[config.mk]
export PLATFORM = sky130hd
export DESIGN_NAME = uart_frame_ctrl
export DESIGN_NICKNAME = d
export VERILOG_FILES = /design/src/rtl/uart_frame_pkg.sv /design/src/rtl/uart_frame_buf.sv /design/src/rtl/uart_frame_ctrl.sv
export SDC_FILE = /design/constraint.sdc
export NUM_CORES = 1
export LEC_CHECK = 0
export ABC_AREA = 1
export ABC_CLOCK_PERIOD_IN_PS = 2500
export CELL_PAD_IN_SITES_DETAIL_PLACEMENT = 1
export CELL_PAD_IN_SITES_GLOBAL_PLACEMENT = 2
export CORE_AREA = 3 3 133 135
export CTS_CLUSTER_DIAMETER = 100
export DETAILED_ROUTE_END_ITERATION = 7
export DIE_AREA = 0 0 136 138
export DONT_BUFFER_PORTS = 1
export PLACE_DENSITY = 0.88
export RECOVER_POWER = 50
export SETUP_SLACK_MARGIN = 0.05
export SLEW_MARGIN = 20
export SYNTH_ARGS = -nofsm -noshare
export SYNTH_HDL_FRONTEND = slang
export SYNTH_SLANG_ARGS = --single-unit
[constraint.sdc]
create_clock -name i_Clock -period 2.5 [get_ports i_Clock]
set_input_delay 0.5 -clock i_Clock [delete_from_list [all_inputs] [get_ports i_Clock]]
set_output_delay 0.5 -clock i_Clock [all_outputs]
set_load 0.005 [all_outputs]
[src/rtl/uart_frame_pkg.sv]
`default_nettype none
// ============================================================================
// uart_frame_pkg : state encoding and framing constants for uart_frame_ctrl
// Revision: 1.0
// ============================================================================
package uart_frame_pkg;

    typedef enum logic [2:0] {
        ST_IDLE    = 3'd0,
        ST_CMD     = 3'd1,
        ST_LEN     = 3'd2,
        ST_PAYLOAD = 3'd3,
        ST_CHK     = 3'd4,
        ST_HOLD    = 3'd5
    } state_t;

    localparam logic [7:0] SYNC_BYTE = 8'hA5;

endpackage
`default_nettype wire

[src/rtl/uart_frame_buf.sv]
`default_nettype none
// ============================================================================
// uart_frame_buf : DEPTH x 8 payload register file, sync write / async read
// Revision: 1.0
// ============================================================================
module uart_frame_buf
    import uart_frame_pkg::*;
#(
    parameter int DEPTH = 16,
    parameter int AW    = 4
) (
    input  logic          clk,
    input  logic          wr_en,
    input  logic [AW-1:0] wr_addr,
    input  logic [7:0]    wr_data,
    input  logic [AW-1:0] rd_addr,
    output logic [7:0]    rd_data
);

    logic [7:0] mem [DEPTH];

    always_ff @(posedge clk) begin
        if (wr_en) begin
            mem[wr_addr] <= wr_data;
        end
    end

    // Addresses past a non-power-of-two depth read as zero instead of X.
    assign rd_data = (32'(rd_addr) < DEPTH) ? mem[rd_addr] : 8'h00;

endmodule
`default_nettype wire

[src/rtl/uart_frame_ctrl.sv]
`default_nettype none
// ============================================================================
// uart_frame_ctrl : sync/cmd/len/payload/chk frame parser with held-frame
// handshake. Optional inter-byte timeout enabled by UART_FRAME_TIMEOUT_EN.
// Revision: 1.0
// ============================================================================
module uart_frame_ctrl
    import uart_frame_pkg::*;
#(
    parameter int MAX_LEN      = 16,
    parameter int TIMEOUT_CLKS = 8680
) (
    input  logic                                               i_Clock,
    input  logic                                               i_Rst_L,
    input  logic                                               i_RX_DV,
    input  logic [7:0]                                         i_RX_Byte,
    output logic                                               o_Frame_Valid,
    output logic [7:0]                                         o_Cmd,
    output logic [7:0]                                         o_Len,
    input  logic [((MAX_LEN > 1) ? $clog2(MAX_LEN) : 1)-1:0]   i_Rd_Addr,
    output logic [7:0]                                         o_Rd_Data,
    input  logic                                               i_Frame_Ack,
    output logic                                               o_Err_Chk,
    output logic                                               o_Err_Len,
    output logic                                               o_Err_Ovf,
    output logic                                               o_Err_Tmo
);

    localparam int         AW        = (MAX_LEN > 1) ? $clog2(MAX_LEN) : 1;
    localparam int         IDX_W     = $clog2(MAX_LEN) + 1;
    localparam logic [7:0] MAX_LEN_B = 8'(MAX_LEN);

    if (MAX_LEN < 1 || MAX_LEN > 255 || TIMEOUT_CLKS < 2) begin : g_param_check
        $error("uart_frame_ctrl: MAX_LEN must be 1..255 and TIMEOUT_CLKS >= 2");
    end

    state_t           state;
    logic [7:0]       cmd;
    logic [7:0]       len;
    logic [7:0]       acc;
    logic [IDX_W-1:0] idx;
    logic [8:0]       idx_next;
    logic             frame_valid;
    logic             err_chk;
    logic             err_len;
    logic             err_ovf;
    logic             buf_we;

    assign idx_next = 9'(idx) + 9'd1;
    assign buf_we   = (state == ST_PAYLOAD) && i_RX_DV;

`ifdef UART_FRAME_TIMEOUT_EN
    localparam int TMO_W = $clog2(TIMEOUT_CLKS);
    localparam logic [TMO_W-1:0] TMO_LAST = TMO_W'(TIMEOUT_CLKS - 1);
    logic [TMO_W-1:0] tmo_cnt;
    logic             err_tmo;
`endif

    always_ff @(posedge i_Clock or negedge i_Rst_L) begin
        if (!i_Rst_L) begin
            state       <= ST_IDLE;
            cmd         <= 8'h00;
            len         <= 8'h00;
            acc         <= 8'h00;
            idx         <= '0;
            frame_valid <= 1'b0;
            err_chk     <= 1'b0;
            err_len     <= 1'b0;
            err_ovf     <= 1'b0;
`ifdef UART_FRAME_TIMEOUT_EN
            tmo_cnt     <= '0;
            err_tmo     <= 1'b0;
`endif
        end else begin
            err_chk <= 1'b0;
            err_len <= 1'b0;
            err_ovf <= 1'b0;
            case (state)
                ST_IDLE: begin
                    if (i_RX_DV && i_RX_Byte == SYNC_BYTE) state <= ST_CMD;
                end
                ST_CMD: begin
                    if (i_RX_DV) begin
                        cmd   <= i_RX_Byte;
                        acc   <= i_RX_Byte;
                        state <= ST_LEN;
                    end
                end
                ST_LEN: begin
                    if (i_RX_DV) begin
                        len <= i_RX_Byte;
                        acc <= acc ^ i_RX_Byte;
                        if (i_RX_Byte > MAX_LEN_B) begin
                            err_len <= 1'b1;
                            state   <= ST_IDLE;
                        end else if (i_RX_Byte == 8'h00) begin
                            state <= ST_CHK;
                        end else begin
                            idx   <= '0;
                            state <= ST_PAYLOAD;
                        end
                    end
                end
                ST_PAYLOAD: begin
                    if (i_RX_DV) begin
                        acc <= acc ^ i_RX_Byte;
                        idx <= idx + 1'b1;
                        if (idx_next == {1'b0, len}) state <= ST_CHK;
                    end
                end
                ST_CHK: begin
                    if (i_RX_DV) begin
                        if (i_RX_Byte == acc) begin
                            frame_valid <= 1'b1;
                            state       <= ST_HOLD;
                        end else begin
                            err_chk <= 1'b1;
                            state   <= ST_IDLE;
                        end
                    end
                end
                ST_HOLD: begin
                    // A strobe coinciding with the ack belongs to the next frame.
                    if (i_Frame_Ack) begin
                        frame_valid <= 1'b0;
                        state <= (i_RX_DV && i_RX_Byte == SYNC_BYTE) ? ST_CMD : ST_IDLE;
                    end else if (i_RX_DV) begin
                        err_ovf <= 1'b1;
                    end
                end
                default: state <= ST_IDLE;
            endcase
`ifdef UART_FRAME_TIMEOUT_EN
            err_tmo <= 1'b0;
            if (state inside {ST_CMD, ST_LEN, ST_PAYLOAD, ST_CHK}) begin
                if (i_RX_DV) begin
                    tmo_cnt <= '0;
                end else if (tmo_cnt == TMO_LAST) begin
                    tmo_cnt <= '0;
                    err_tmo <= 1'b1;
                    state   <= ST_IDLE;
                end else begin
                    tmo_cnt <= tmo_cnt + 1'b1;
                end
            end else begin
                tmo_cnt <= '0;
            end
`endif
        end
    end

    uart_frame_buf #(
        .DEPTH (MAX_LEN),
        .AW    (AW)
    ) u_buf (
        .clk     (i_Clock),
        .wr_en   (buf_we),
        .wr_addr (idx[AW-1:0]),
        .wr_data (i_RX_Byte),
        .rd_addr (i_Rd_Addr),
        .rd_data (o_Rd_Data)
    );

    assign o_Frame_Valid = frame_valid;
    assign o_Cmd         = cmd;
    assign o_Len         = len;
    assign o_Err_Chk     = err_chk;
    assign o_Err_Len     = err_len;
    assign o_Err_Ovf     = err_ovf;
`ifdef UART_FRAME_TIMEOUT_EN
    assign o_Err_Tmo     = err_tmo;
`else
    assign o_Err_Tmo     = 1'b0;
`endif

endmodule
`default_nettype wire

## Yosys cells after proc, flatten, opt, wreduce, memory -nomap -nowiden

Memories as Yosys holds them, arrays and structs flattened.
Index checks and enable logic that the tools add are counted.

- Reductions and logical operators: 14
- Equal/unequal tests: 19
- Bitwise operators: 1
- Add/subtract/negate cells: 2
- $lt $le $gt $ge: 1
- Multiplexer cells: 35

Operator list:

| kind | number |
|---|---|
| 3-bit 2-to-1 mux | 10 |
| 5-bit 2-to-1 mux | 4 |
| 2-bit != test, second input constant | 9 |
| 3-bit one-hot mux with 6 select lines | 1 |
| 8-bit 2-to-1 mux | 2 |
| 8-bit one-hot mux with 2 select lines | 1 |
| 1-bit 2-to-1 mux | 15 |
| 5-bit one-hot mux with 2 select lines | 1 |
| 6-bit by 8-bit == test with 1-bit output | 1 |
| 8-bit == test | 1 |
| 8-bit == test, second input constant | 1 |
| 8-bit by 5-bit greater-than comparator with 1-bit output, second input constant | 1 |
| 8-bit zero test | 1 |
| 8-bit bitwise XOR | 1 |
| 7-bit AND reduction | 1 |
| 5-bit by 1-bit adder with 6-bit output, second input constant | 1 |
| 3-bit by 2-bit == test with 1-bit output, second input constant | 2 |
| 3-bit == test, second input constant | 2 |
| 2-bit nonzero test | 3 |
| 5-bit by 1-bit adder with 5-bit output, second input constant | 1 |
| 5-bit AND reduction | 1 |
| 2-bit by 1-bit != test with 1-bit output, second input constant | 2 |
| 2-bit AND reduction | 2 |
| 4-bit AND reduction | 1 |
| 6 further kinds | 7 |

- Memories: 1
- Bits of input ports: 16
- Logic and storage cells: 82
- Memory bits (writable): 128
- Bits in registers: 36

Memories:

| name | depth | width | rd ports | clocked after memory_dff | write ports | line | RTL |
|---|---|---|---|---|---|---|---|
| u_buf.mem | 16 | 8 | 1 | 0 | 1 | uart_frame_buf.sv:20 | `logic [7:0] mem [DEPTH];` |

## Longest topological paths before layout

Gate-level depths: netlist of run 1.

- Depth after elaboration: 5
- Mapped depth: 13
- Depth with buffers taken out: 13

## Hierarchy

From an unflattened synthesis of run 1, not the netlist that was laid out.

- Cell total of the unflattened synthesis: 786
- Area total of the unflattened synthesis: 7,576.0 um^2

Modules (own cells, without submodules):

| module | times used | cells an instance | seq. area each (um^2) | area an instance (um^2) |
|---|---|---|---|---|
| uart_frame_buf | 1 | 543 | 3,843.7 | 5,606.6 |
| uart_frame_ctrl | 1 | 243 | 900.9 | 1,969.4 |

## Worst setup path before layout of run 1

OpenSTA, ideal clock, no wires.

- Kind: flip-flop to flip-flop
- From: register state[1]
- To: memory u_buf.mem[7][0] (enable)
- Clock period less this slack: 2.093 ns
- Arrival: 1.710 ns
- Data required time: 2.117 ns
- Cell stages (with the launch flop): 10
- Slack: 0.407 ns
- Cell sequence: dfrtp_1 > inv_1 > nor2_2 > inv_2 > nor2_2 > inv_1 > nor2_4 > inv_2 > buf_6 > nor3_1

- Cells in the longest elaborated chain, start to end: 4

Ends and longest elaborated chain:

| what | line | RTL |
|---|---|---|
| from (decl) | uart_frame_ctrl.sv:37 | `state_t state;` |
| from (signal assigned) | uart_frame_ctrl.sv:126 | `state <= (i_RX_DV && i_RX_Byte == SYNC_BYTE) ? ST_CMD : ST_IDLE;` |
| 3-bit by 2-bit == test with 1-bit output | uart_frame_ctrl.sv:50 | `assign buf_we = (state == ST_PAYLOAD) && i_RX_DV;` |
| 1-bit logical AND | uart_frame_ctrl.sv:50 |  |
| 1-bit 2-to-1 mux | uart_frame_buf.sv:23 | `if (wr_en) begin` |
| 1-bit 2-to-1 mux (implied by the code) | uart_frame_buf.sv:24 | `mem[wr_addr] <= wr_data;` |
| to (decl) | uart_frame_buf.sv:20 |  |

Every way passes these cells.

## Final worst setup path of run 1

- From: memory u_buf.mem[3][6]
- To: output port o_Rd_Data[6]

- Cells in the longest elaborated chain, start to end: 1

Ends and longest elaborated chain:

| what | line | RTL |
|---|---|---|
| memory read 16 x 8 bit | - |  |
| to (decl) | uart_frame_ctrl.sv:21 | `output logic [7:0] o_Rd_Data,` |

Every way passes these cells.

==> results.md, run 1 <==
Outcome:
- The run finished with clean final reports.

Run:
- The total of max-cap violations is 0.

Critical path:
- The worst setup path is launched from a register.
- In this run the critical register-to-register path is launched from state[1].
- For the worst setup path, the data required time is 2.00 ns.
- Tracing the worst setup path back leads to its startpoint at u_buf.mem[3][6].
- The path type of the worst setup path is register to output port.
- Data arrives at the worst endpoint at 1.58 ns.
- The nature of the critical path endpoint is an output port.
- The biggest fanout along the worst timing path is 1.

Finish:
- The area used by sequential logic in the layout is 4740 um2.
- The non-filler instance count after layout is 848.
- The filler cell count in the final layout is 1782.
- 0 antenna diodes ended up in the layout.
- The multi-input combinational cells in the finished layout cover a total of 2020 um2.
- Cells with a size suffix above 1 make up 10.4% of the layout.
- The layout overhead on the synthesized area is 11.9%.
- For this run, the post-layout net count is 635.

Hold path:
- The start point of the worst min-delay path is i_RX_Byte[4].
- The class of the tightest hold or removal check is primary input to register.

Floorplanning:
- The die is 138 um tall.
- Measured along the x axis, the die boundary spans 136 um.
- Once the floorplan was initialized, standard cells occupied 43.1% of the core.
- The placeable core region is 16600 um2.
- The number of cell rows is 47.
- The die covers 18800 um2.
- The number of placed I/O pins is 45.

Clock network:
- TritonCTS built the clock tree.
- The number of gates given a new drive strength after cts is 0.
- Counting every sink on the clock net gives 164.
- The clock reaches the later pin of the worst-skew pair after 0.43 ns.
- The maximum level of the CTS H-tree is 4.
- Clock-pin slew was measured on the worst setup and hold paths at 0.07 ns.
- The tree is rooted in a clkbuf_16.
- The clock buffer count from CTS is 17.
- No sink is reached through more buffers than the 2 on the longest clock path.

Power:
- In this run the power density over the cells is 888 nW/um2.
- In this run the static leakage power is 3.06 nW.
- The maximum vdd drop is 0.531 mV.

STA:
- The largest clock skew in the final design is 0.00990 ns.
- The tightest hold margin is 0.165 ns.
- Setup repair after global routing left no endpoint under its margin.
- The accumulated negative setup slack is 0 ns.
- The number of hold violations in the final report is 0.
- The worst path uses 83.2% of the clock period.
- The achievable clock frequency is 481 MHz.
- Setup violations remaining at the end of the flow were counted as 0.
- The shortest clock period the worst path allows after layout is 2.08 ns.
- The final number of max-transition violations is 0.
- In the post-route analysis, the smallest setup slack over all paths is 0.421 ns.

Route:
- The via count is 4543.
- The pre-antenna-repair detailed-routing pass consisted of 5 iterations.
- The number of design-rule violations left by the first detailed-router iteration is 433.
- Wires add up to 17700 um.
- After detailed routing, the average wire length per cell comes to 20.9 um.
- In the routed design, unresolved DRC markers number 0.
- The post-detailed-route via-to-cell ratio is 5.36.
- The detail route stage leaves a number of antenna-violating nets equal to 0.

Synthesis:
- The synthesized netlist contains 36 unique library cells.
- By instance count, the leading cell after synthesis is edfxtp_1.
- The cell count after synthesis is 605.
- The number of enable-type register cells in the synthesized netlist is 128.
- The biggest area consumer among synthesized cells is edfxtp_1.
- The average cell area after synthesis is 11.8 um2.
- The number of nets in the synthesized netlist is 625.
- Counting flops and latches in the post-synthesis netlist gives 164.
- Of all flip-flops after synthesis, the portion carrying an async set or reset was 22.0%.
- For this run, the number of Yosys warnings is 0.
- The proportion of synthesized chip area in sequential cells is 66.4%.
- By count the netlist is led by 128 x edfxtp_1, 80 x nand2_1, 62 x inv_1.
- Summing every instance area after synthesis gives 7150 um2.
- The area share of the largest cell type after synthesis is 53.8%.
- The top flip-flop cell by instance count after synthesis is edfxtp_1.
- After synthesis, the cell types taking the most area are edfxtp_1 54%, dfrtp_1 13%, mux2i_1 4.5%.

GRT:
- Entering global routing, the biggest net connects 97 pins.
- In the global route stage, overall resource usage came out at 19.7%.
- The first global-routing pass estimated 27800 um of wire.
- For this run the aggregate overflow at the end of global routing stands at 0.
- The number of global-route vias before repair is 4972.
- The number of antenna violations at the first check in global routing is 0.

Placement:
- Counting tap cells, the placed design contains a total of 814 instances.
- At the end of routability-driven placement, the weighted congestion stood at 0.812.
- The worst slack after detailed placement is 0.460 ns.
- The HPWL after detailed placement is 11800 um.
- The total of buffers placed on input and output ports is 0.
==> critical path, cell delays in order, from the launching register on <==
cell and delay (ns):
edfxtp_1 0.37, mux2i_1 0.26, o21ai_0 0.14, o211ai_1 0.24
nand2_1 0.13
==> sequential cells by signal, summed over array words and instances, names as in the netlist <==
signal and count:
acc 8, o_Frame_Valid 1, idx 5, o_Err_Chk 1, state 3, o_Err_Ovf 1, o_Err_Len 1, o_Len 8
u_buf.mem 128, o_Cmd 8
==> layout by cell type, fill, tap and decap left out, types with 16 or more instances in the layout <==
| cell type | n |
|---|---|
| buf_4 | 16 |
| inv_1 | 62 |
| mux2i_1 | 32 |
| dfrtp_1 | 36 |
| o21ai_0 | 51 |
| nor2_1 | 30 |
| nand3_1 | 36 |
| edfxtp_1 | 128 |
| clkbuf_16 | 17 |
| a21oi_1 | 36 |
| nand2_1 | 80 |
| o211ai_1 | 32 |
==> metrics by stage <==
step                area [um2]  power (mW)  util, %
CTS                       8000        7.18     48.3
finish                    8000        7.10     48.3
global placement          7420        4.67     44.8
detailed placement        7420        4.75     44.8
floorplan                 7150        4.48        -
global route              8000        7.51     48.3
==> cells by family after synthesis <==
group,share of synthesized area (%)
AOI/OAI and AO/OA,10.0
other,0.0524
adders and majority gates,0.700
DFF,66.4
buffers and inverters,5.46
muxes,5.06
xor gates and xnor gates,2.08
and+or+nand+nor,10.3
==> what timing repair did <==
item	CTS	global route
buffers inserted	0	0
hold endpoints to repair	36	0
hold buffers	2	0
==> where the power goes <==
group,total (mW),internal (mW),leakage (nW),switching (mW)
Combinational,1.18,0.463,1.20,0.721
Sequential,3.51,3.23,1.60,0.284
Clock,2.41,1.30,0.257,1.11
==> worst paths after layout <==
check | depth (start not counted) | slack, ns | to
worst max-delay path | 4 | 0.42 | o_Rd_Data[6]
worst min-delay path | 0 | 0.16 | u_buf.mem[9][4]
worst max register to register | 9 | 0.50 | u_buf.mem[7][7]
worst min register to register | 2 | 0.52 | o_Cmd[7]
max in group asynchronous | 2 | 1.79 | acc[2]
min in group asynchronous | 2 | 0.52 | o_Cmd[5]
==> metal layers <==
layer  global-route usage, %  vias up  routed length, um
met2                    32.9      112               8950
met3                    5.96       28               1110
met5                       0        -                  0
met4                    6.58        0                366
met1                    24.4     2268               7280
li1                        -     2135                  -
==> area by class of cell <==
| class | count | area share, % |
|---|---|---|
| Clock buffer | 18 | 5.36 |
| Clock inverter | 14 | 1.50 |
| Inverter | 66 | 3.10 |
| Multi-Input combinational cell | 347 | 25.2 |
| Sequential cell | 164 | 59.3 |
| Tap cell | 220 | 3.44 |
| Timing Repair Buffer | 19 | 2.13 |
Power figures use the tool's default switching activity.
==> run 2: changes to the inputs <==
- ABC_AREA: 1 -> 0
- ABC_CLOCK_PERIOD_IN_PS: 2500 -> 1900
- CORE_AREA: 3 3 133 135 -> 3 3 132 134
- DIE_AREA: 0 0 136 138 -> 0 0 135 137
- PLACE_DENSITY: 0.88 -> 0.83
- clock period: 2.5 -> 1.9 ns (I/O delays scaled with it)
==> run 2 against run 1 <==
The flow now finishes with violations (setup timing). Design area about the same. Worst hold slack worse by 0.12 ns. Count of clock-buffer cells in the layout down 1. Flip-flop and latch count is the same. Final cell count decreased by 23%. Die area decreased by 1.5%. Wire length down 16%. Register-to-register slack worse by 0.51 ns. Combinational power increased by 62%. Total power is 42% higher. Clock power grew 42%.
==> results.md, run 2 <==
Placement:
- The number of placed instances with taps included is 615 (was 814).
- The worst slack after detailed placement came to -0.0442 ns (was 0.460 ns).
- The half-perimeter wire length after detailed placement is 9590 um (was 11800 um).
- The total of buffers placed on input and output ports was 0 (unchanged).
- The placer congestion estimate is 0.756 (was 0.812).

Critical path:
- The nature of the critical path endpoint is an output port (unchanged).
- The biggest fanout along the worst timing path came to 1 (unchanged).
- The critical path launch point type is a register (unchanged).
- The path type of the worst setup path is register to output port (unchanged).
- The library cell appearing most often on the critical path is mux4_2.
- The data required time of the critical path is 1.52 ns (was 2.00 ns).
- The stage delay of the slowest cell on the critical path is 0.55 ns (was 0.37 ns).
- The data arrival at the endpoint of the critical path is 1.83 ns (was 1.58 ns).
- The standard cell with the maximum stage delay on the critical path is mux4_2 (was edfxtp_1).
- Cell Chain, Critical Path: mux4_2, mux4_2 (was mux2i_1, o21ai_0, o211ai_1, nand2_1).

Power:
- The maximum vdd drop came to 0.881 mV (was 0.531 mV).
- The total power after layout came to 10.1 mW (was 7.10 mW).
- The leakage power figure came to 2.76 nW (was 3.06 nW).
- The power per standard cell area came to 1260 nW/um2 (was 888 nW/um2).

Finish:
- The non-filler instance count after layout was 654 (was 848).
- The register with the highest flop count was u_buf.mem (unchanged).
- The share of final-layout standard cells stronger than drive strength 1 is 33.4% (was 10.4%).
- The layout overhead on the synthesized area is 14.6% (was 11.9%).
- Commonest non-fill, non-tap cells in the layout: 128 x edfxtp_1, 39 x mux4_2, 35 x dfrtp_1 (was 128 x edfxtp_1, 80 x nand2_1, 62 x inv_1).
- The antenna cell count is 0 (unchanged).
- The leading cell type in the layout, fill and taps excluded is edfxtp_1 (unchanged).
- The flip-flop count of the largest register after layout is 128 (unchanged).
- The number of nets in the layout is 441 (was 635).

Synthesis:
- The number of distinct library cells after synthesis is 56 (was 36).
- The most frequently used cell type in the post-synthesis netlist is edfxtp_1 (unchanged).
- Cell types occupying the most area after synthesis: edfxtp_1 55%, dfrtp_1 13%, mux4_1 9.0% (was edfxtp_1 54%, dfrtp_1 13%, mux2i_1 4.5%).
- The net count after synthesis is 407 (was 625).
- The average cell area after synthesis is 18.0 um2 (was 11.8 um2).
- The async set-reset flop share out of synthesis is 22.0% (unchanged).
- The proportion of synthesized chip area in sequential cells was 68.0% (was 66.4%).
- The area share of the largest cell type after synthesis is 55.1% (was 53.8%).
- The cell area after synthesis is 6980 um2 (was 7150 um2).
- The biggest area consumer among synthesized cells was edfxtp_1 (unchanged).
- The number of enable-type register cells in the synthesized netlist is 128 (unchanged).
- The top flip-flop cell by instance count after synthesis is edfxtp_1 (unchanged).
- The cell count after synthesis is 387 (was 605).
- Top cells by instance count after synthesis: 128 x edfxtp_1, 36 x dfrtp_1, 25 x nand2_1 (was 128 x edfxtp_1, 80 x nand2_1, 62 x inv_1).
- The number of warning messages in the yosys log is 0 (unchanged).
- The number of storage elements in the synthesis netlist is 164 (unchanged).

STA:
- The number of hold violations in the final report was 0 (unchanged).
- The final number of max-transition violations is 0 (unchanged).
- At the pin with the least slew margin, the transition time is 0.933 ns.
- The number of setup violations in the final report is 9 (was 0).
- For this run, the top clock speed supported by timing is 452 MHz.
- The final critical path takes up 116% of the cycle.
- The headroom to the max-slew limit is 37.8%.
- The worst path in the final design needs a cycle of 2.21 ns, including I/O delays and setup.
- The final critical-path setup slack came to -0.310 ns (was 0.421 ns).
- The accumulated negative setup slack is -2.33 ns (was 0 ns).
- Unrepaired setup endpoints after global routing: true (was false).
- The largest clock skew in the final design is 0.00596 ns (was 0.00990 ns).

Clock network:
- The maximum level of the CTS H-tree is 4 (unchanged).
- The CTS tree was done (unchanged).
- The master cell of the clock root buffer is clkbuf_16 (unchanged).
- The count of clock tree sinks is 164 (unchanged).
- The clock buffer count from CTS is 17 (unchanged).
- The clock latency of the later-clocked register in the worst-skew pair is 0.43 ns (about the same).
- The number of buffers on the longest clock path was 2 (unchanged).
- The CTS clock-pin slew for the worst setup and hold paths was 0.07 ns (about the same).

Floorplanning:
- The placeable core region is 16400 um2 (was 16600 um2).
- The area of the die was 18500 um2 (was 18800 um2).
- The number of cell rows came to 47 (unchanged).
- The vertical extent of the die is 137 um (was 138 um).
- The width of the die came to 135 um (was 136 um).
- The number of placed I/O pins is 45 (unchanged).
- The initial core utilization is 42.5% (was 43.1%).

Route:
- The average wire per standard cell was 22.9 um (was 20.9 um).
- The via count was 3603 (was 4543).
- The number of iterations in the first detailed-routing pass is 5 (unchanged).
- The post-detailed-routing wire length is 15000 um (was 17700 um).
- The antenna violation net count after detailed routing is 0 (unchanged).
- The post-detailed-route via-to-cell ratio is 5.51 (was 5.36).
- The number of design-rule violations left by the first detailed-router iteration is 249 (was 433).
- The remaining design rule violation count is 0 (unchanged).

Hold path:
- The class of the tightest hold or removal check was primary input to register (unchanged).

GRT:
- The largest net degree at the start of global routing is 37 (was 97).
- The overall overflow remaining after global route is 0 (unchanged).
- The number of antenna violations at the first check in global routing came to 0 (unchanged).
- The number of global-route vias before repair is 3913 (was 4972).
- The overall track demand over capacity in global routing is 17.5% (was 19.7%).
- The first-pass GRT wire length is 23500 um (was 27800 um).

Run:
- The total of max-cap violations came to 0 (unchanged).

Outcome:
- Run status: complete, but fails checks (was finished, final reports clean).
- The final reports fail on setup timing.
==> run 2: changes by cell type after synthesis, sizes merged, moves of 5 or more <==
| cell | previous run | this run |
|---|---|---|
| nor2 | 36 | 18 |
| xor2 | 8 | 20 |
| nand2 | 82 | 25 |
| o21ai | 55 | 7 |
| mux2i | 32 | 1 |
| nand3 | 36 | 6 |
| inv | 66 | 3 |
| xnor2 | 9 | 4 |
| o211ai | 32 | 0 |
| clkbuf | 15 | 7 |
| a21oi | 36 | 6 |
| mux4 | 0 | 40 |
| mux2 | 3 | 16 |
==> run 2: what timing repair did <==
| item | in CTS | in global routing |
|---|---|---|
| hold buffers | 3 | 0 |
| setup endpoints to repair | 18 | 29 |
| resized for setup | 4 | 5 |
| hold endpoints to repair | 37 | 0 |
| pin swaps | 4 | 1 |
| buffers inserted | 1 | 3 |
==> run 2: final timing paths <==
| kind | endpoint | slack [ns] | depth (start not counted) | start |
|---|---|---|---|---|
| min in group asynchronous | o_Cmd[2] | 0.64 | 2 | i_Rst_L |
| worst max-delay path | o_Rd_Data[1] | -0.31 | 2 | u_buf.mem[15][1] |
| worst max register to register | state[1] | -0.01 | 7 | idx[0] |
| worst min register to register | o_Cmd[7] | 0.55 | 1 | o_Cmd[7] |
| max in group asynchronous | idx[0] | 0.62 | 2 | i_Rst_L |
| worst min-delay path | u_buf.mem[6][0] | 0.04 | 0 | i_RX_Byte[0] |
==> run 2: through the flow <==
step	area (um2)	util, %	hold WS, ns
after global placement	7320	44.6	0.0854
after global routing	8000	48.8	0.0123
final	8000	48.8	0.0447
after detailed placement	7320	44.6	0.0855
after floorplan	6970	-	0.0844
after CTS	7980	48.6	0.0156
==> run 2: cell families after synthesis <==
group           Yosys count  share of synthesized area [%]
compound gates           26                           2.51
xor+xnor                 24                           3.01
fa+ha+maj                 4                          0.717
buf+inv                  25                           2.26
flops                   164                           68.0
mux                      57                           16.9
other cells               1                         0.0537
simple gates             86                           6.54
==> run 2: power breakdown <==
| group | switching, mW | internal (mW) |
|---|---|---|
| Sequential | 0.348 | 4.37 |
| Combinational | 0.944 | 0.962 |
| Clock | 1.46 | 1.97 |
| Total | 2.76 | 7.30 |
==> run 2: worst max-delay path: cells and delay by family, from the launching register on <==
family | cells | cell delay (ns)
multiplexers | 2 | 1.04
flip-flops | 1 | 0.36
==> run 2: layer usage <==
metal	track usage, %	routed length [um]	up-vias	share of wire (%)
met5	0	0	-	0
met4	4.59	150	0	1.0
met3	5.59	857	13	5.7
met2	28.8	7660	93	51
met1	22.7	6290	1909	42
li1	-	-	1588	-
==> run 2: cell type report <==
type	count	area (um2)
repair buffers	37	293
multi-input cells	198	2080
clock buffers	17	425
flip-flops and latches	164	4750
fillers	1548	8410
well taps	220	275
inverters	3	11.3
clock inverters	15	171
